File: config.mk
export PLATFORM = sky130hd
export DESIGN_NAME = register_bank
export DESIGN_NICKNAME = d
export VERILOG_FILES = /design/src/rtl/register_bank.sv
export SDC_FILE = /design/constraint.sdc
export NUM_CORES = 2
export LEC_CHECK = 0
export CORE_AREA = 5 5 428 430
export CTS_CLUSTER_DIAMETER = 120
export DETAILED_ROUTE_END_ITERATION = 8
export DIE_AREA = 0 0 433 435
export DONT_BUFFER_PORTS = 1
export GPL_TIMING_DRIVEN = 0
export MAX_ROUTING_LAYER = met4
export PLACE_DENSITY = 0.35
export SYNTH_ARGS = -nofsm -noshare
export SYNTH_HDL_FRONTEND = slang
export SYNTH_SLANG_ARGS = --single-unit
File: constraint.sdc
create_clock -name Clock -period 1.9 [get_ports Clock]
set_clock_uncertainty 0.2 [all_clocks]
set_input_delay 0.095 -clock Clock [delete_from_list [all_inputs] [get_ports Clock]]
set_output_delay 0.095 -clock Clock [all_outputs]
set_load 0.05 [all_outputs]
File: src/rtl/register_bank.sv
// register_bank: 32 x 32-bit architectural register storage with byte-enabled write-back.
// It has a per-register pending scoreboard (issue reserves, write-back clears), a one-cycle
// stray write-back flag, and a committed-write counter. Every output comes straight from a flop.
// Optional build macro: ZERO_REG_EN. When it is defined, R0 is hard-wired to zero and
// reservations to address 0 are ignored.
module register_bank #(
   parameter int DATA_W = 32,
   parameter int NREG   = 32,
   parameter int CNT_W  = 16
) (
   input  logic                Clock,
   input  logic                Reset_n,
   input  logic                WrEn,
   input  logic [4:0]          WrAdd,
   input  logic [DATA_W-1:0]   WrData,
   input  logic [DATA_W/8-1:0] WrByteEn,
   input  logic                ResvEn,
   input  logic [4:0]          ResvAdd,
   output logic [DATA_W-1:0]   R0,
   output logic [DATA_W-1:0]   R1,
   output logic [DATA_W-1:0]   R2,
   output logic [DATA_W-1:0]   R3,
   output logic [DATA_W-1:0]   R4,
   output logic [DATA_W-1:0]   R5,
   output logic [DATA_W-1:0]   R6,
   output logic [DATA_W-1:0]   R7,
   output logic [DATA_W-1:0]   R8,
   output logic [DATA_W-1:0]   R9,
   output logic [DATA_W-1:0]   R10,
   output logic [DATA_W-1:0]   R11,
   output logic [DATA_W-1:0]   R12,
   output logic [DATA_W-1:0]   R13,
   output logic [DATA_W-1:0]   R14,
   output logic [DATA_W-1:0]   R15,
   output logic [DATA_W-1:0]   R16,
   output logic [DATA_W-1:0]   R17,
   output logic [DATA_W-1:0]   R18,
   output logic [DATA_W-1:0]   R19,
   output logic [DATA_W-1:0]   R20,
   output logic [DATA_W-1:0]   R21,
   output logic [DATA_W-1:0]   R22,
   output logic [DATA_W-1:0]   R23,
   output logic [DATA_W-1:0]   R24,
   output logic [DATA_W-1:0]   R25,
   output logic [DATA_W-1:0]   R26,
   output logic [DATA_W-1:0]   R27,
   output logic [DATA_W-1:0]   R28,
   output logic [DATA_W-1:0]   R29,
   output logic [DATA_W-1:0]   R30,
   output logic [DATA_W-1:0]   R31,
   output logic [NREG-1:0]     Pending,
   output logic                StrayWr,
   output logic [CNT_W-1:0]    WrCount
);

   localparam int NBYTE = DATA_W / 8;

`ifdef ZERO_REG_EN
   localparam bit ZERO_REG = 1'b1;
`else
   localparam bit ZERO_REG = 1'b0;
`endif

   logic [DATA_W-1:0] regs_reg  [NREG];
   logic [DATA_W-1:0] regs_next [NREG];
   logic [NREG-1:0]   pending_reg;
   logic [NREG-1:0]   pending_next;
   logic              stray_reg;
   logic              stray_next;
   logic [CNT_W-1:0]  count_reg;
   logic [CNT_W-1:0]  count_next;
   logic              committed;
   logic [DATA_W-1:0] be_mask;
   logic [NREG-1:0]   wr_hit;
   logic [NREG-1:0]   resv_hit;

   // A write with no byte enabled is a no-op everywhere, including the counter and scoreboard.
   assign committed = WrEn && (WrByteEn != '0);

   // Expand the byte enables into a bit mask for merging.
   genvar bi;
   generate
      for (bi = 0; bi < NBYTE; bi++) begin : g_mask
         assign be_mask[8*bi +: 8] = {8{WrByteEn[bi]}};
      end
   endgenerate

   // Compute the next data word and pending bit for each register.
   // A reservation on the same edge as the write-back wins, so pending stays set.
   genvar gi;
   generate
      for (gi = 0; gi < NREG; gi++) begin : g_reg
         logic hard_zero;
         assign hard_zero        = ZERO_REG && (gi == 0);
         assign wr_hit[gi]       = committed && (WrAdd == 5'(gi));
         assign resv_hit[gi]     = ResvEn && (ResvAdd == 5'(gi)) && !hard_zero;
         assign regs_next[gi]    = (wr_hit[gi] && !hard_zero)
                                   ? ((WrData & be_mask) | (regs_reg[gi] & ~be_mask))
                                   : regs_reg[gi];
         assign pending_next[gi] = resv_hit[gi] | (pending_reg[gi] & ~wr_hit[gi]);
      end
   endgenerate

   // Stray is judged on the pending bit as it was before this edge.
   assign stray_next = committed && !pending_reg[WrAdd] && !(ZERO_REG && (WrAdd == 5'd0));
   assign count_next = committed ? (count_reg + CNT_W'(1)) : count_reg;

   // Register file storage.
   always_ff @(posedge Clock or negedge Reset_n) begin
      if (!Reset_n) begin
         for (int i = 0; i < NREG; i++) begin
            regs_reg[i] <= '0;
         end
      end else begin
         for (int i = 0; i < NREG; i++) begin
            regs_reg[i] <= regs_next[i];
         end
      end
   end

   // Pending scoreboard, stray flag and committed-write counter.
   always_ff @(posedge Clock or negedge Reset_n) begin
      if (!Reset_n) begin
         pending_reg <= '0;
         stray_reg   <= 1'b0;
         count_reg   <= '0;
      end else begin
         pending_reg <= pending_next;
         stray_reg   <= stray_next;
         count_reg   <= count_next;
      end
   end

   assign Pending = pending_reg;
   assign StrayWr = stray_reg;
   assign WrCount = count_reg;

   assign R0  = regs_reg[0];
   assign R1  = regs_reg[1];
   assign R2  = regs_reg[2];
   assign R3  = regs_reg[3];
   assign R4  = regs_reg[4];
   assign R5  = regs_reg[5];
   assign R6  = regs_reg[6];
   assign R7  = regs_reg[7];
   assign R8  = regs_reg[8];
   assign R9  = regs_reg[9];
   assign R10 = regs_reg[10];
   assign R11 = regs_reg[11];
   assign R12 = regs_reg[12];
   assign R13 = regs_reg[13];
   assign R14 = regs_reg[14];
   assign R15 = regs_reg[15];
   assign R16 = regs_reg[16];
   assign R17 = regs_reg[17];
   assign R18 = regs_reg[18];
   assign R19 = regs_reg[19];
   assign R20 = regs_reg[20];
   assign R21 = regs_reg[21];
   assign R22 = regs_reg[22];
   assign R23 = regs_reg[23];
   assign R24 = regs_reg[24];
   assign R25 = regs_reg[25];
   assign R26 = regs_reg[26];
   assign R27 = regs_reg[27];
   assign R28 = regs_reg[28];
   assign R29 = regs_reg[29];
   assign R30 = regs_reg[30];
   assign R31 = regs_reg[31];

endmodule

Yosys cells after proc, flatten, opt, wreduce, memory -nomap -nowiden
Cells that the tools add are included.
{"block": "op_classes", "n_lt_le_gt_ge": 1, "eq_ne": 62, "n_addsub": 1, "muxes": 2, "bitwise": 162, "reduce_logical": 70}
{"op": "$and A32 B32 Y32", "count": 33}
{"op": "$or A32 B32 Y32", "count": 32}
{"op": "$eq A5 B5 Y1 const B", "count": 32}
{"op": "$eq A5 B4 Y1 const B", "count": 16}
{"op": "$logic_and A1 B1 Y1", "count": 66}
{"op": "$eq A5 B3 Y1 const B", "count": 8}
{"op": "$and A1 B1 Y1", "count": 32}
{"op": "$not A1 Y1", "count": 32}
{"op": "$not A32 Y32", "count": 1}
{"op": "$or A1 B1 Y1", "count": 32}
{"op": "$eq A5 B2 Y1 const B", "count": 4}
{"op": "$add A16 B1 Y16 const B", "count": 1}
{"op": "$eq A5 B1 Y1 const B", "count": 2}
{"op": "$logic_not A5 Y1", "count": 2}
{"op": "$lt A5 B6 Y1 const B", "count": 1}
{"op": "$bmux W1 S5", "count": 1}
{"op": "$reduce_bool A4 Y1", "count": 1}
{"op": "$logic_not A1 Y1", "count": 1}
{"op": "$mux W1", "count": 1}
{"block": "word_totals", "input_bits": 50, "output_inout_bits": 1073, "regBits": 1073}

Depth between registers and ports, before layout
{"block": "depth", "depth_word": 6, "ltp_mapped": 8, "depth_no_buf": 5}

Worst setup path after synthesis
OpenSTA, ideal clock, no wires.
{"block": "synth_timing", "path_kind": "input-to-reg", "startpoint": "input WrByteEn[1]", "endpoint": "register (tool-made name)", "slack_ps": -295, "setup_ps": 128, "cell_stages": 8, "required_time_ps": 1572, "arrival_ps": 1867, "path_cell_list": "buf_2 o41a_4 and2_4 and3_4 buf_6 buf_8 nand3_4 mux2_1"}
{"element": "start, declared", "line": "16", "source": "input logic [DATA_W/8-1:0] WrByteEn,"}

Worst setup path in the final report
{"block": "layout_timing", "startpoint": "register count_reg[2] (netlist: WrCount[2])", "endpoint": "register count_reg[13] (netlist: WrCount[13])"}
{"block": "layout_via", "elab_chain_len": 1}
{"element": "start, declared", "line": "70", "source": "logic [CNT_W-1:0] count_reg;"}
{"element": "start signal, assigned", "line": "130", "source": "count_reg <= count_next;"}
{"element": "$add A16 B1 Y16", "line": "106", "source": "assign count_next = committed ? (count_reg + CNT_W'(1)) : count_reg;"}
No other way between the ends.
A chain may end at the register's enable or synchronous reset.

==> results.sh <==
export IMPL_final_layout_size_suffix_gt1_share_pct=49.9
export IMPL_synth_net_count=2618
export IMPL_grt_pass1_vias=25051
export IMPL_power_leakage_uw=0.0231
export IMPL_path_class="flip-flop to flip-flop"
export IMPL_hpwl_um=136000
export IMPL_slew_headroom_pct=20.6
export IMPL_critPathMaxFanout=5
export IMPL_power_density_mw_per_mm2=1410
export IMPL_synthToLayoutAreaGrowth_pct=22.4
export IMPL_tightest_slew_ps=1190
export IMPL_rsz0062_at_grt="true"
export IMPL_period_needed_ps=1930
export IMPL_finalSetupViolCount=4
export IMPL_place_gp_congestion=0.858
export IMPL_vias_per_cell=4.47
export IMPL_crit_start="WrCount[2]"
export IMPL_die_w_um=433
export IMPL_antenna_found_initial=18
export IMPL_slew_violations=0
export IMPL_cts_buffers=131
export IMPL_via_count=23580
export IMPL_layout_cells_non_filler=5276
export IMPL_status="finished with violations"
export IMPL_path_buf_inv=0
export IMPL_cpMaxStageDelayCell="dfrtp_2"
export IMPL_insertion_delay_ps=780
export IMPL_hold_slack_ps=-1180
export IMPL_violations="hold timing, setup timing"
export IMPL_grt_pass1_wl_um=242000
export IMPL_layout_setup_ws_ps=-25.7
export IMPL_path_common_cell="and4_4"
export IMPL_path_cells="and4_4 > and4_4 > nor2b_4 > nand3_1 > xnor2_1"
export IMPL_drt_first_pass_iters=5
export IMPL_cp_end_kind="flip-flop"
export IMPL_clk_pin_slew_ps=60
export IMPL_drtIter0Drc=1210
export IMPL_fin_util_pct=28.1
export IMPL_synth_area_per_cell_um2=16.0
export IMPL_wl_per_cell_um=34.4
export IMPL_start_kind="flip-flop"
export IMPL_post_route_period_util_pct=101
export IMPL_totalWireLength_um=182000
export IMPL_pre_cts_ws_ps=-2010
export IMPL_synth_ff_type="dfrtp_1"
export IMPL_dieArea_mm2=0.188
export IMPL_min_path_type="input pin to async pin"
export IMPL_detail_route_antenna_nets=0
export IMPL_core_area_mm2=0.179
export IMPL_nets=2847
export IMPL_grt_max_degree=1074
export IMPL_fmax_mhz=519
export IMPL_row_count=156
export IMPL_drc=0
export IMPL_synth_cell_types=42
export IMPL_ys_warn_count=0
export IMPL_r2r_setup_slack_ps=-30
export IMPL_cts_htree_levels=4
export IMPL_num_io_pins=1123
export IMPL_r2r_start="WrCount[2]"
export IMPL_grt_ovfl_total=0
export IMPL_async_reset_ff_share_pct=100
export IMPL_cts_path_max_buffers=3
export IMPL_critPathMaxStageDelay_ps=580
export IMPL_clock_sinks=1073
export IMPL_maxCapViolations=0
export IMPL_seq_area_frac_synth_pct=65.3
export IMPL_crit_required_ps=2350
export IMPL_cp_arrival_ps=2380
export IMPL_ys_ff_latch=1073
export IMPL_start_util_pct=22.9
export IMPL_peakVddDrop_mv=0.699
export IMPL_syn_area_mm2=0.0411
export IMPL_rr_endpoint="WrCount[13]"
export IMPL_synthCells=2567
export IMPL_finalSetupTns_ps=-49.4
export IMPL_io_buffers=0
export IMPL_crit_family="simple AND/OR/NAND/NOR gates"
export IMPL_reg2reg_depth=5
export IMPL_grt_usage_pct=19.2
export IMPL_die_h_um=435
export IMPL_hold_viol_final=1194
export IMPL_clock_root_buffer="clkbuf_16"
export IMPL_synth_edf_count=0
export IMPL_dpl_cell_count=4939
export IMPL_cts_tree="done"
-- through the flow --
step	power [µW]	instance area (µm²)
2_1_floorplan	41900	41200
3_3_place_gp	45200	44200
3_5_place_dp	45400	44200
4_1_cts	71500	49900
5_1_grt	73400	50300
6_report	71000	50300
-- synth_stat cells (7+ instances only) --
master	number	area share (%)
mux2i_1	10	0.24
nand3_2	24	0.58
clkbuf_1	109	1.0
nand2_2	8	0.12
mux2_2	946	26
mux2_1	78	2.1
nand2_1	58	0.53
nor2_2	53	0.81
dfrtp_1	1073	65
nor2_1	22	0.20
o21ai_0	62	0.75
buf_2	17	0.21
nor2b_1	7	0.11
xnor2_1	12	0.26
nand3_1	19	0.23
-- placed cells by master, fill, tap and decap left out, types with 17 or more instances in the layout --
| master | count |
|---|---|
| dfrtp_1 | 982 |
| clkbuf_16 | 136 |
| mux2_2 | 946 |
| nor2_4 | 42 |
| clkbuf_8 | 29 |
| clkinv_2 | 22 |
| nand3_2 | 19 |
| dfrtp_2 | 88 |
| o21ai_0 | 59 |
| mux2_1 | 58 |
| dlygate4sd3_1 | 80 |
| nand2_1 | 53 |
| mux2_4 | 20 |
| nor2_2 | 30 |
| nand3_4 | 17 |
| clkbuf_1 | 134 |
-- kinds of logic after synthesis --
kind of cell	after synthesis	synth area share (%)
buf+inv	136	1.37
xor+xnor	15	0.320
simple gates	230	3.44
flops	1073	65.3
fa+ha+maj	1	0.0304
compound gates	74	1.03
mux	1038	28.5
-- power by group --
part           total [µW]  switching [µW]  internal (µW)
clock network       25300           10500          14800
registers           40700           15000          25800
logic                4960            2350           2610
total               71000           27800          43200
-- final cells by class --
class	count	area, µm²
tap	2370	2970
antenna	11	27.5
clock inverter	43	515
sequential	1073	27000
fill	18072	129000
buffer	136	662
multi-input combinational	1358	14200
clock buffer	189	3830
timing repair buffer	96	1110
-- how the worst max path moves through the flow --
stage,endpoint,slack (ps),cells past startpoint
4_1_cts,R24[4],0.5,0
5_1_grt,WrCount[13],-40,5
2_1_floorplan,flip-flop,-220,8
3_3_place_gp,flip-flop,-3150,5
3_5_place_dp,flip-flop,-2010,6
6_report,WrCount[13],-30,5
-- metal layers --
layer	wire [µm]	part of all wire [%]	GRT usage [%]
met1	63700	35	19.6
met2	95900	53	34.0
met3	15700	8.7	7.16
met4	6160	3.4	6.56
met5	0	0	-
-- timing repair --
item	CTS	global route
setup buffers	3	1
hold buffers	78	5
resized for setup	192	27
endpoints found under the setup margin	1086	342
pin swaps	2	2
endpoints found under the hold margin	2143	1199
cloned	0	3
Power figures use the tool's default switching activity.
